`src/rtl/des_pkg.sv`:
```
// Shared types and constants for the DES round sequencer.
package des_pkg;
    localparam int DES_ROUNDS = 16;
    localparam int DES_HALF_W = 32;
    localparam int DES_BLK_W  = 64;
    localparam int DES_KIDX_W = 4;

    typedef enum logic [2:0] {
        ST_IDLE,
        ST_FREQ,
        ST_XOR,
        ST_XWAIT,
        ST_DONE
    } des_rc_state_t;
endpackage

```
`src/rtl/des_key_idx_gen.sv`:
```
// Round counter plus encrypt/decrypt subkey index mapping.
module des_key_idx_gen
    import des_pkg::*;
(
    input  logic                  clk,
    input  logic                  rst_n,
    input  logic                  clr,
    input  logic                  dec_in,
    input  logic                  inc,
    output logic [DES_KIDX_W:1]   key_idx,
    output logic                  last
);
    localparam logic [DES_KIDX_W-1:0] RND_LAST = DES_KIDX_W'(DES_ROUNDS - 1);

    logic [DES_KIDX_W-1:0] round;
    logic                  dec;

    always_ff @(posedge clk) begin
        if (!rst_n) begin
            round <= '0;
            dec   <= 1'b0;
        end else if (clr) begin
            round <= '0;
            dec   <= dec_in;
        end else if (inc && !last) begin
            // saturates at the last round so the count never wraps mid-block
            round <= round + 1'b1;
        end
    end

    assign last    = (round == RND_LAST);
    assign key_idx = dec ? (RND_LAST - round) : round;
endmodule

```
`src/rtl/des_round_ctrl.sv`:
```
// Sequencer for the 16 DES Feistel rounds over an external f-unit and XOR32 unit.
// Optional f_ack watchdog and err output: define DES_ROUND_CTRL_WATCHDOG_EN.
module des_round_ctrl
    import des_pkg::*;
#(
    parameter int TIMEOUT_CYCLES = 64
) (
    input  logic                  clk,
    input  logic                  rst_n,
    input  logic                  start,
    input  logic                  decrypt,
    input  logic [DES_BLK_W:1]    blk_in,
    output logic                  busy,
    output logic                  done,
    output logic [DES_BLK_W:1]    blk_out,
    output logic [DES_KIDX_W:1]   key_idx,
    output logic                  f_req,
    output logic [DES_HALF_W:1]   f_r,
    input  logic                  f_ack,
    input  logic [DES_HALF_W:1]   f_data,
    output logic                  xor_sel,
    output logic [DES_HALF_W:1]   xor_a,
    output logic [DES_HALF_W:1]   xor_b,
    input  logic [DES_HALF_W:1]   xor_out,
    input  logic                  xor_finish
`ifdef DES_ROUND_CTRL_WATCHDOG_EN
    ,
    output logic                  err
`endif
);
    des_rc_state_t         state, state_nxt;
    logic [DES_HALF_W:1]   l_q, r_q, f_q;
    logic                  last, rnd_clr, rnd_inc;

    des_key_idx_gen u_kidx (
        .clk     (clk),
        .rst_n   (rst_n),
        .clr     (rnd_clr),
        .dec_in  (decrypt),
        .inc     (rnd_inc),
        .key_idx (key_idx),
        .last    (last)
    );

`ifdef DES_ROUND_CTRL_WATCHDOG_EN
    localparam int WD_W = $clog2(TIMEOUT_CYCLES + 1);
    localparam logic [WD_W-1:0] WD_LAST = WD_W'(TIMEOUT_CYCLES - 1);

    logic [WD_W-1:0] wd_cnt;
    logic            wd_expire;

    assign wd_expire = (state == ST_FREQ) && !f_ack && (wd_cnt == WD_LAST);

    always_ff @(posedge clk) begin
        if (!rst_n) begin
            wd_cnt <= '0;
            err    <= 1'b0;
        end else begin
            err    <= wd_expire;
            wd_cnt <= (state == ST_FREQ && !f_ack && !wd_expire) ? wd_cnt + 1'b1 : '0;
        end
    end
`endif

    always_comb begin
        state_nxt = state;
        rnd_clr   = 1'b0;
        rnd_inc   = 1'b0;
        case (state)
            ST_IDLE: begin
                if (start) begin
                    state_nxt = ST_FREQ;
                    rnd_clr   = 1'b1;
                end
            end
            ST_FREQ: begin
                if (f_ack) begin
                    state_nxt = ST_XOR;
                end
`ifdef DES_ROUND_CTRL_WATCHDOG_EN
                else if (wd_expire) begin
                    state_nxt = ST_IDLE;
                end
`endif
            end
            ST_XOR:   state_nxt = ST_XWAIT;
            ST_XWAIT: begin
                if (xor_finish) begin
                    if (last) begin
                        state_nxt = ST_DONE;
                    end else begin
                        rnd_inc   = 1'b1;
                        state_nxt = ST_FREQ;
                    end
                end
            end
            ST_DONE:  state_nxt = ST_IDLE;
            default:  state_nxt = ST_IDLE;
        endcase
    end

    always_ff @(posedge clk) begin
        if (!rst_n) begin
            state   <= ST_IDLE;
            l_q     <= '0;
            r_q     <= '0;
            f_q     <= '0;
            blk_out <= '0;
        end else begin
            state <= state_nxt;
            if (state == ST_IDLE && start) begin
                l_q <= blk_in[64:33];
                r_q <= blk_in[32:1];
            end
            if (state == ST_FREQ && f_ack) begin
                f_q <= f_data;
            end
            if (state == ST_XWAIT && xor_finish) begin
                l_q <= r_q;
                r_q <= xor_out;
                // capture {R16, L16} on the way into DONE so it is valid alongside done
                if (last) begin
                    blk_out <= {xor_out, r_q};
                end
            end
        end
    end

    assign busy    = (state != ST_IDLE);
    assign done    = (state == ST_DONE);
    assign f_req   = (state == ST_FREQ);
    assign xor_sel = (state == ST_XOR);
    assign f_r     = r_q;
    assign xor_a   = l_q;
    assign xor_b   = f_q;
endmodule

```
`config.mk`:
```
export PLATFORM = sky130hd
export DESIGN_NAME = des_round_ctrl
export DESIGN_NICKNAME = d
export VERILOG_FILES = /design/src/rtl/des_pkg.sv /design/src/rtl/des_key_idx_gen.sv /design/src/rtl/des_round_ctrl.sv
export SDC_FILE = /design/constraint.sdc
export NUM_CORES = 1
export LEC_CHECK = 0
export CAP_MARGIN = 20
export CORE_ASPECT_RATIO = 1.5
export CORE_UTILIZATION = 37
export DETAILED_ROUTE_END_ITERATION = 7
export MAX_ROUTING_LAYER = met4
export PLACE_DENSITY = 0.75
export SLEW_MARGIN = 20
export SYNTH_ARGS = -nofsm -noshare
export SYNTH_HDL_FRONTEND = slang
export SYNTH_SLANG_ARGS = --single-unit
```
`constraint.sdc`:
```
create_clock -name clk -period 1.7 [get_ports clk]
set_clock_uncertainty 0.1 [all_clocks]
set_input_delay 0.34 -clock clk [delete_from_list [all_inputs] [get_ports clk]]
set_output_delay 0.34 -clock clk [all_outputs]
set_load 0.005 [all_outputs]
```
==> flow_summary.yaml, run 1 <==
status:
  status: "complete, but fails checks"
  violations: "negative setup slack"
die:
  rows: 60
  io_pins: 302
  die_h_um: 168.8
  core_um2: 18020
  die_area_um2: 19110
  start_util_pct: 38.10
  die_w_um: 113.2
timing:
  maxSlewHeadroom_pct: 79.34
  slew_viol_final: 0
  fin_ws_ns: -0.04933
  fin_crit_sh_pct: 102.9
  fin_crit_ns: 1.749
  worst_pin_slew_ns: 0.3067
  fmax_mhz: 571.6
  rsz0062_at_grt: "yes"
  setup-tns-final_ns: -0.06906
  hold_viol: 0
  setup_violations: 3
setup_path:
  crit_type: "reg2out"
  worstPathRequired_ns: 1.26
  critPathArrivalTime_ns: 1.31
  ff2ff_path_depth: 8
  reg2reg_to: "f_r[25]"
  worst_path_max_delay_cell: "dfxtp_2"
  path_max_fanout: 4
  path_cells: "buf_4, or3_1, buf_2"
  cp-end-kind: "output port"
  worst_r2r_startpoint: "state[1]"
  reg2reg_slack_ns: -0.02
  cp-start-kind: "register"
  slowest_delay_ns: 0.32
routing:
  viasPerCell: 5.020
  drc: 0
  drt_iter0_markers: 356
  wire_per_inst_um: 16.48
  first_pass_iters: 5
  wl_um: 22550
  vias: 6868
  ant_nets: 0
pwr:
  vdd_drop_max_mv: 0.5014
  p_leak_nw: 5.101
  p_per_area_nw_per_um2: 870.2
global_route:
  grt_start_max_net_pins: 65
  grt_pass1_wl_um: 33840
  antenna_found_initial: 0
  grt_pass1_vias: 6699
  overflow: 0
  grt_usage_pct: 23.38
clock_network:
  cts_buffer_depth: 2
  cts_buffers: 17
  holdBufCountCts: 0
  clk_pin_slew_worst_paths_ns: 0.06
  cts_sinks: 168
  cts_tree: "done"
  htreeDepth: 4
  clk_latency_ns: 0.42
  root_buffer: "clkbuf_16"
final_layout:
  fin_nets: 1273
  drive_gt1_share_pct: 13.73
  stdcell_count: 1368
  area_growth_pct: 62.22
  antenna-diode-count: 0
synthesis:
  synth_ff_type: "dfxtp_1"
  synthTopCellsByArea: "dfxtp_1, nand2_1, mux2i_1"
  yosysUniqueCellTypes: 33
  ys_warn_count: 0
  synth.top_cell.area_share_pct: 48.99
  ys_seq_area_share_pct: 48.99
  syn_inst: 829
  synth_area_um2: 6865
  synth_nets: 964
  synth_edf_count: 0
  ys_ff_latch: 168
  synth-async-reset-ratio_pct: 0
  yosysTopAreaCell: "dfxtp_1"
  avgSynthCellArea_um2: 8.281
placed_design:
  dp_cells: 1326
  gp_congestion: 0.8398
  pre_cts_slack_ns: -0.3312
  place_hpwl_um: 15830
  port_buffers: 301
job:
  drv_cap: 0
hold_path:
  hold_end: "xor_a[12]"
  min_path_type: "in2reg"
  hold_depth: 3
  worstHoldStart: "rst_n"
[synthesized netlist by cell type, types with 2 or more instances]
cell and instances:
nand2_1 325, dfxtp_1 168, o21ai_0 66, a31oi_1 64, mux2i_1 64, clkbuf_1 46, a21boi_1 33, buf_2 11
buf_6 11, nor3_1 5, buf_4 4, xor2_1 4, a21oi_1 3, nor3b_1 3, a211oi_1 2, and3_1 2
or3_1 2
[repair_timing]
item | CTS | global route
pin swaps | 1 | 11
endpoints found under the hold margin | 0 | 0
setup endpoints to repair | 155 | 142
buffers inserted | 5 | 1
cloned | 0 | 4
resized for setup | 202 | 46
[sequential cells by signal, summed over array words and instances (netlist names)]
name	cells
f_r	32
u_kidx.dec	1
xor_b	32
xor_a	32
blk_out	64
state	3
u_kidx.round	4
[how the worst max path moves through the flow]
stage                         end  slack, ns  depth (start not counted)  startpoint
after floorplan           f_r[23]       0.09                          6    state[2]
after detailed placement  f_r[12]      -0.33                          6  xor_finish
after CTS                    busy      -0.08                          3    state[1]
after global placement    f_r[12]      -0.33                          6  xor_finish
after global routing         busy      -0.10                          3    state[1]
final                        busy      -0.05                          3    state[1]
[cell usage in the layout, fill, tap and decap left out, drive strengths merged, types with 3 or more instances in the layout]
master and n:
inv 5, a21boi 33, clkbuf 25, dlymetal6s2s 23, mux2i 64, nor3b 3
bufinv 3, a31oi 64, nor3 5, dfxtp 168, nand2 325, o21ai 66
clkdlybuf4s50 132, buf 63, dlygate4sd2 138, a21oi 3, xor2 4
[final cells by class]
class,count,area [um2]
Tap cell,217,271.5
Fill cell,1582,6880
Inverter,1,3.754
Timing Repair Buffer,362,3595
Sequential cell,168,3422
Multi-Input combinational cell,588,3217
Clock inverter,11,157.7
Clock buffer,21,470.5
[routing by layer]
metal	vias up	global-route usage, %	part of all wire, %
li1	3398	-	-
met1	3133	25.28	40
met2	270	39.82	50
met3	67	4.619	5.4
met4	0	13.27	4.9
met5	-	-	0
[through the flow]
step           instance area [um2]  total power [mW]  hold WS (ns)  utilization [%]
2_1_floorplan                 6865             4.793        0.3511                -
3_3_place_gp                 10380             5.679        0.3398            57.60
3_5_place_dp                 10380             5.694        0.3441            57.60
4_1_cts                      10920             9.717        0.1444            60.61
5_1_grt                      11140             10.08        0.1481            61.81
6_report                     11140             9.691        0.1625            61.81
[report_power, final]
part           switching (mW)  internal [mW]
logic                   0.617          0.770
registers               0.106           4.10
clock network            1.64           2.46
[cell families (layout without fill, tap and decap cells)]
family | count (synthesis) | after routing | synth area share [%]
AND/OR/NAND/NOR | 348 | 348 | 20.34
AO/OA/AOI/OAI | 171 | 171 | 15.04
flip-flops | 168 | 168 | 48.99
buffers and inverters | 73 | 395 | 5.613
multiplexers | 64 | 64 | 9.331
XOR/XNOR | 4 | 4 | 0.5102
adder cells (fa/ha/maj) | 1 | 1 | 0.1822
[critical path: cells and delay by family (launching register included)]
family,cells,cell delay (ns)
buffers and inverters,2,0.28
flip-flops,1,0.32
AND/OR/NAND/NOR,1,0.30
Note: power is estimated with default switching activity, not from simulation.
==> inputs of run 2 (changes only) <==
Settings changed: CTS_CLUSTER_SIZE set to 28.
==> results of run 2 <==
The final DEF is identical to that of run 1; final timing and power are the same.
==> inputs of run 3 (changes only) <==
Settings changed: ABC_CLOCK_PERIOD_IN_PS set to 1700.
==> results of run 3 <==
The final DEF is identical to that of run 1; final timing and power are the same.
